$ cat src/rtl/aes_inv_cipher_core_if.sv
// rtl/aes_inv_cipher_core_if.sv - ciphertext/plaintext handshakes and round-key port of the inverse cipher
interface aes_inv_cipher_core_if;
  logic         in_valid;
  logic         in_ready;
  logic [127:0] ciphertext;
  logic [3:0]   rk_idx;
  logic [127:0] rk;
  logic         out_valid;
  logic         out_ready;
  logic [127:0] plaintext;

  modport master (
    output in_valid, ciphertext, rk, out_ready,
    input  in_ready, rk_idx, out_valid, plaintext
  );

  modport slave (
    input  in_valid, ciphertext, rk, out_ready,
    output in_ready, rk_idx, out_valid, plaintext
  );
endinterface

$ cat src/rtl/aes_inv_cipher_core.sv
// rtl/aes_inv_cipher_core.sv - iterative AES-128 inverse cipher, one inverse round per clock
// Bytes are column-major: (row r, col c) sits at [127-8*(4c+r) -: 8].

module Inverse_mix_columns (
  input  logic [127:0] i_data,
  output logic [127:0] o_data
);
  function automatic logic [7:0] xt(input logic [7:0] b);
    return {b[6:0], 1'b0} ^ (b[7] ? 8'h1b : 8'h00);
  endfunction

  function automatic logic [7:0] gmul(input logic [7:0] b, input logic [3:0] k);
    logic [7:0] p;
    logic [7:0] a;
    p = '0;
    a = b;
    for (int i = 0; i < 4; i++) begin
      if (k[i]) p = p ^ a;
      a = xt(a);
    end
    return p;
  endfunction

  for (genvar c = 0; c < 4; c++) begin : g_col
    logic [7:0] w_a0, w_a1, w_a2, w_a3;
    assign w_a0 = i_data[127-32*c -: 8];
    assign w_a1 = i_data[119-32*c -: 8];
    assign w_a2 = i_data[111-32*c -: 8];
    assign w_a3 = i_data[103-32*c -: 8];
    assign o_data[127-32*c -: 8] = gmul(w_a0, 4'he) ^ gmul(w_a1, 4'hb) ^ gmul(w_a2, 4'hd) ^ gmul(w_a3, 4'h9);
    assign o_data[119-32*c -: 8] = gmul(w_a0, 4'h9) ^ gmul(w_a1, 4'he) ^ gmul(w_a2, 4'hb) ^ gmul(w_a3, 4'hd);
    assign o_data[111-32*c -: 8] = gmul(w_a0, 4'hd) ^ gmul(w_a1, 4'h9) ^ gmul(w_a2, 4'he) ^ gmul(w_a3, 4'hb);
    assign o_data[103-32*c -: 8] = gmul(w_a0, 4'hb) ^ gmul(w_a1, 4'hd) ^ gmul(w_a2, 4'h9) ^ gmul(w_a3, 4'he);
  end
endmodule

module aes_inv_cipher_core #(
  parameter int NR = 10
) (
  input  logic                  clk,
  input  logic                  rst,
  aes_inv_cipher_core_if.slave  bus,
  output logic                  busy
);
  localparam logic [2047:0] INV_SBOX = {
    128'h52096ad53036a538bf40a39e81f3d7fb, 128'h7ce339829b2fff87348e4344c4dee9cb,
    128'h547b9432a6c2233dee4c950b42fac34e, 128'h082ea16628d924b2765ba2496d8bd125,
    128'h72f8f66486689816d4a45ccc5d65b692, 128'h6c704850fdedb9da5e154657a78d9d84,
    128'h90d8ab008cbcd30af7e45805b8b34506, 128'hd02c1e8fca3f0f02c1afbd0301138a6b,
    128'h3a9111414f67dcea97f2cfcef0b4e673, 128'h96ac7422e7ad3585e2f937e81c75df6e,
    128'h47f11a711d29c5896fb7620eaa18be1b, 128'hfc563e4bc6d279209adbc0fe78cd5af4,
    128'h1fdda8338807c731b11210592780ec5f, 128'h60517fa919b54a0d2de57a9f93c99cef,
    128'ha0e03b4dae2af5b0c8ebbb3c83539961, 128'h172b047eba77d626e169146355210c7d
  };
  localparam logic [3:0] LAST_KEY    = 4'(NR);
  localparam logic [3:0] FIRST_ROUND = 4'(NR - 1);

  function automatic logic [7:0] inv_sbox(input logic [7:0] b);
    return INV_SBOX[2047 - 8*int'(b) -: 8];
  endfunction

  typedef enum logic [1:0] {S_IDLE, S_ROUND, S_DONE} state_t;

  state_t       r_fsm;
  logic [127:0] r_state;
  logic [3:0]   r_round;
  logic [3:0]   r_rk_idx;
  logic         r_in_ready;
  logic         r_out_valid;
  logic         r_busy;

  logic [127:0] w_isb;
  logic [127:0] w_ark;
  logic [127:0] w_imc;

  // InvShiftRows folded into the S-box input select: out(r,c) = in(r,(c-r) mod 4)
  for (genvar gi = 0; gi < 16; gi++) begin : g_byte
    localparam int ROW = gi % 4;
    localparam int COL = gi / 4;
    localparam int SRC = 4*((COL - ROW + 4) % 4) + ROW;
    assign w_isb[127-8*gi -: 8] = inv_sbox(r_state[127-8*SRC -: 8]);
  end

  assign w_ark = w_isb ^ bus.rk;

  Inverse_mix_columns u_imc (
    .i_data (w_ark),
    .o_data (w_imc)
  );

  always_ff @(posedge clk) begin
    if (rst) begin
      r_fsm       <= S_IDLE;
      r_state     <= '0;
      r_round     <= '0;
      r_rk_idx    <= LAST_KEY;
      r_in_ready  <= 1'b1;
      r_out_valid <= 1'b0;
      r_busy      <= 1'b0;
    end else begin
      case (r_fsm)
        S_IDLE: begin
          if (bus.in_valid && r_in_ready) begin
            r_state    <= bus.ciphertext ^ bus.rk;
            r_round    <= FIRST_ROUND;
            r_rk_idx   <= FIRST_ROUND;
            r_in_ready <= 1'b0;
            r_busy     <= 1'b1;
            r_fsm      <= S_ROUND;
          end
        end
        S_ROUND: begin
          // rk_idx tracks the round counter so the key store answers for the next round
          if (r_round == 4'd0) begin
            r_state     <= w_ark;
            r_out_valid <= 1'b1;
            r_rk_idx    <= 4'd0;
            r_fsm       <= S_DONE;
          end else begin
            r_state  <= w_imc;
            r_round  <= r_round - 4'd1;
            r_rk_idx <= r_round - 4'd1;
          end
        end
        S_DONE: begin
          if (bus.out_ready) begin
            r_out_valid <= 1'b0;
            r_in_ready  <= 1'b1;
            r_busy      <= 1'b0;
            r_rk_idx    <= LAST_KEY;
            r_fsm       <= S_IDLE;
          end
        end
        default: r_fsm <= S_IDLE;
      endcase
    end
  end

  assign bus.in_ready  = r_in_ready;
  assign bus.out_valid = r_out_valid;
  assign bus.rk_idx    = r_rk_idx;
  assign bus.plaintext = r_state;
  assign busy          = r_busy;
endmodule

$ cat src/flat_wrapper.sv
// flat-port wrapper written by rule: the top's interface ports become plain ports
module aes_inv_cipher_core_flat 
#(
  parameter int NR = 10
)
  (clk, rst, busy, bus_in_valid, bus_ciphertext, bus_rk, bus_out_ready, bus_in_ready, bus_rk_idx, bus_out_valid, bus_plaintext);
  aes_inv_cipher_core_if bus_i ();
  input  logic clk;
  input  logic rst;
  output logic busy;
  input wire logic [$bits(bus_i.in_valid)-1:0] bus_in_valid;
  input wire logic [$bits(bus_i.ciphertext)-1:0] bus_ciphertext;
  input wire logic [$bits(bus_i.rk)-1:0] bus_rk;
  input wire logic [$bits(bus_i.out_ready)-1:0] bus_out_ready;
  output wire logic [$bits(bus_i.in_ready)-1:0] bus_in_ready;
  output wire logic [$bits(bus_i.rk_idx)-1:0] bus_rk_idx;
  output wire logic [$bits(bus_i.out_valid)-1:0] bus_out_valid;
  output wire logic [$bits(bus_i.plaintext)-1:0] bus_plaintext;
  assign bus_i.in_valid = bus_in_valid;
  assign bus_i.ciphertext = bus_ciphertext;
  assign bus_i.rk = bus_rk;
  assign bus_i.out_ready = bus_out_ready;
  assign bus_in_ready = bus_i.in_ready;
  assign bus_rk_idx = bus_i.rk_idx;
  assign bus_out_valid = bus_i.out_valid;
  assign bus_plaintext = bus_i.plaintext;
  aes_inv_cipher_core #(.NR(NR)) u_core (.clk(clk), .rst(rst), .bus(bus_i), .busy(busy));
endmodule
$ cat config.mk
export PLATFORM = sky130hd
export DESIGN_NAME = aes_inv_cipher_core_flat
export DESIGN_NICKNAME = d
export VERILOG_FILES = /design/src/rtl/aes_inv_cipher_core_if.sv /design/src/rtl/aes_inv_cipher_core.sv /design/src/flat_wrapper.sv
export SDC_FILE = /design/constraint.sdc
export NUM_CORES = 2
export LEC_CHECK = 0
export ABC_AREA = 1
export CELL_PAD_IN_SITES_DETAIL_PLACEMENT = 0
export CELL_PAD_IN_SITES_GLOBAL_PLACEMENT = 1
export CORE_UTILIZATION = 33
export CTS_CLUSTER_SIZE = 30
export DETAILED_ROUTE_END_ITERATION = 10
export DONT_BUFFER_PORTS = 1
export PLACE_DENSITY = 0.7
export SETUP_SLACK_MARGIN = 0.02
export SYNTH_ARGS = -nofsm -noshare
export SYNTH_HDL_FRONTEND = slang
export SYNTH_SLANG_ARGS = --single-unit
export TNS_END_PERCENT = 5
$ cat constraint.sdc
create_clock -name clk -period 7.3 [get_ports clk]
set_input_delay 0 -clock clk [delete_from_list [all_inputs] [get_ports clk]]
set_output_delay 0 -clock clk [all_outputs]
set_load 0.02 [all_outputs]
==> results.py <==
metrics = {
    "yosys": {
        "most_used_flip_flop_cell_after_synthesis": "dfxtp_1",
        "post-synth-top-area-cell": "nand2_1",
        "synth.lib_cells_used.distinct": 50,
        "yosys_register_bits": 141,
        "post_synthesis_sequential_area_ratio_pct": 3.87,
        "yosysWarnings": 0,
        "async_reset_ff_share_pct": 0,
        "cells_after_synth": 14700,
        "postSynthNetCount": 15200,
        "synth_enable_flop_cells": 0,
        "synth.area.top_cells": "nand2_1, nand3_1, inv_1, ha_1, o21ai_0",
        "syn_area_um2": 72900,
        "post-synth-top-area-fraction_pct": 26.5,
        "postSynthAreaPerCell_um2": 4.97,
    },
    "timing": {
        "setup_tns_ps": 0,
        "period_utilisation_layout_pct": 75.0,
        "actual_transition_at_the_worst_max_transition_pin_ps": 1310,
        "timing.final.setup_violations": 0,
        "timing.max_slew.rel_slack_pct": 12.7,
        "slew_violations": 0,
        "timing.hold.ws_ps": 3.61,
        "maxClockFrequency_mhz": 183,
        "rsz0062_at_grt": "false",
        "final_hold_violations": 0,
        "timing.clock.skew_ps": 24.3,
        "finalWorstPathRequiredPeriod_ps": 5480,
    },
    "drt": {
        "wl_um": 485000,
        "via_count": 107000,
        "vias_per_cell": 6.16,
        "routedWlPerCell_um": 28.0,
        "drc_errors": 0,
        "detail_route.iter0.violations": 17600,
        "ant_nets": 0,
        "dr.pass1.iters": 7,
    },
    "job": {
        "drv.max_cap_violation_count": 0,
    },
    "critical_path": {
        "rr_worst_depth": 24,
        "reg2reg_slack_ps": 1820,
        "r2r_end": "u_core.bus.plaintext[41]$_SDFFE_PP0P_",
        "worst_setup_path_end_kind": "flop",
        "arrival_ps": 5900,
        "cp_data_required_time_ps": 7720,
        "critical_path_peak_fanout": 12,
        "path_class": "reg -> reg",
        "regToRegStartpoint": "u_core.bus.plaintext[105]$_SDFFE_PP0P_",
        "startpoint_type_of_the_worst_setup_path": "flop",
    },
    "worst_hold_path": {
        "timing.hold.worst.start": "bus_ciphertext[47]",
        "worst_hold_path_type": "in -> reg",
        "hold_path_depth": 4,
        "hold-path-endpoint": "u_core.bus.plaintext[47]$_SDFFE_PP0P_",
    },
    "cells_and_area": {
        "num-nets-final": 14800,
        "post_route_cells_drive_above_1_share_pct": 4.87,
        "area_growth_syn_to_layout_pct": 5.69,
    },
    "grt": {
        "grt_first_pass_wirelength_um": 693000,
        "overflow": 0,
        "track_usage_pct": 41.4,
        "grt_start_max_net_pins": 119,
        "first_global_vias": 97300,
        "initial_antenna_violation_count": 21,
    },
    "die": {
        "fp.dieH_um": 472,
        "floorplan.io_pins": 395,
        "coreArea_um2": 220000,
        "die-area_um2": 223000,
        "initial_utilization_pct": 33.2,
        "die_w_um": 472,
        "placement_rows": 172,
    },
    "placement": {
        "portBuffers": 0,
        "hpwlAfterDp_um": 369000,
        "gpl.final_weighted_congestion": 1.06,
    },
    "clocking": {
        "cts.sink_count": 141,
        "clk_pin_slew_worst_paths_ps": 90,
        "cts_made_buffers": 17,
        "cts_tree": "done",
        "cts_buffer_depth": 2,
        "postCtsResizedCells": 0,
        "clk_root_buffer_cell": "clkbuf_16",
        "number_of_h_tree_levels": 4,
        "worst_skew_pair.late_latency_ps": 600,
    },
    "outcome": {
        "outcome": "complete, no violations",
    },
}
[cell usage in the layout, fill, tap and decap left out, types with 64 or more instances in the layout]
cell	instances
xnor2_1	150
inv_1	984
nand3_1	3832
nor2_1	699
o221ai_1	64
inv_2	88
xor2_1	302
o21ai_1	68
dfxtp_1	87
dlygate4sd3_1	242
o21ai_0	629
ha_1	256
nand2_1	5145
buf_4	193
nand4_1	118
a21oi_1	573
o211ai_1	342
nand2_2	193
[layer usage]
metal / share of wire, % / global-route usage [%]
met5: 0.018 / 0
met1: 40 / 53.3
met4: 6.8 / 24.0
met2: 43 / 63.4
met3: 11 / 8.51
[through the flow]
stage / util (%) / instances / cell area [um2] / worst slack, ps
2_1_floorplan: - / 14700 / 72900 / 3880
3_3_place_gp: 33.7 / 17000 / 74100 / 1950
3_5_place_dp: 33.7 / 17000 / 74100 / 2040
4_1_cts: 35.1 / 17300 / 77000 / 1990
5_1_grt: 35.1 / 17300 / 77100 / 1610
6_report: 35.1 / 17300 / 77100 / 1820
[flip-flops by register name, summed over array words and instances (netlist names)]
name / flops
u_core.bus.plaintext: 128
u_core.bus.rk_idx: 4
u_core.r_round: 4
u_core.r_fsm: 2
u_core.bus.in_ready: 1
u_core.bus.out_valid: 1
u_core.busy: 1
[worst max-delay path by stage]
stage                                                 startpoint                                endpoint  cells past startpoint
after floorplan            u_core.bus.plaintext[49]$_SDFFE_PP0P_   u_core.bus.plaintext[19]$_SDFFE_PP0P_                     26
after global placement    u_core.bus.plaintext[105]$_SDFFE_PP0P_   u_core.bus.plaintext[41]$_SDFFE_PP0P_                     24
after detailed placement  u_core.bus.plaintext[105]$_SDFFE_PP0P_   u_core.bus.plaintext[41]$_SDFFE_PP0P_                     24
after CTS                 u_core.bus.plaintext[105]$_SDFFE_PP0P_   u_core.bus.plaintext[41]$_SDFFE_PP0P_                     24
after global routing       u_core.bus.plaintext[16]$_SDFFE_PP0P_  u_core.bus.plaintext[112]$_SDFFE_PP0P_                     22
final                     u_core.bus.plaintext[105]$_SDFFE_PP0P_   u_core.bus.plaintext[41]$_SDFFE_PP0P_                     24
[timing repair]
action / in CTS / in global routing
hold buffers: 242 / 0
buffers inserted: 0 / 0
endpoints found under the hold margin: 120 / 0
[synthesized netlist by cell type (13+ instances only)]
cell type	count
o211ai_1	342
xor2_1	302
a31oi_1	23
nand2_1	5145
dfxtp_1	141
o21ai_1	67
inv_1	988
ha_1	257
buf_6	51
xor2_2	17
nand3b_1	46
nor2_2	54
nand4_1	118
nand2_2	193
o221ai_1	64
inv_2	87
clkbuf_1	231
clkinv_1	19
nor2_1	700
o21ai_0	630
xnor2_1	150
buf_4	100
nand3_1	3832
buf_1	95
or2_1	13
buf_2	313
a21oi_1	573
a21oi_2	13
[logic make-up (layout without fill, tap and decap cells)]
logic type,after synthesis,count (layout),share of synthesized area (%)
simple gates,10100,10100,60.6
buf+inv,1903,1574,11.4
compound gates,1754,1754,13.8
xor+xnor,473,473,5.91
fa+ha+maj,257,257,4.41
flops,141,141,3.87
other cells,0,24,0
[critical path: stages, from the launching register on]
cell      delay (ps)
dfxtp_1          850
buf_4            380
inv_2            170
ha_1             370
nand2_1          220
nand2_1          100
inv_1            190
nand2_1          190
o211ai_1         140
nand3_1          100
nand3_1          100
nand3_1          300
nand2_1          180
nand2_1           60
nand2_1          230
nand2_1           90
nand2_1          250
nand3_1          140
nand2_1           80
nand2_1           40
nand2_1          170
nand2_1           70
inv_1             50
o21ai_1           60
a21oi_1          730
[area by class of cell]
class / count / area (um2)
sequential: 141 / 2890
inverter: 1106 / 4200
antenna: 24 / 60.1
clock inverter: 14 / 96.3
fill: 26000 / 143000
timing repair buffer: 437 / 3910
tap: 2958 / 3700
multi-input combinational: 12600 / 61800
clock buffer: 17 / 425
Power is left out: the tool's default activity adds up to more than one toggle a clock period on the data nets, which glitch-free logic cannot reach.
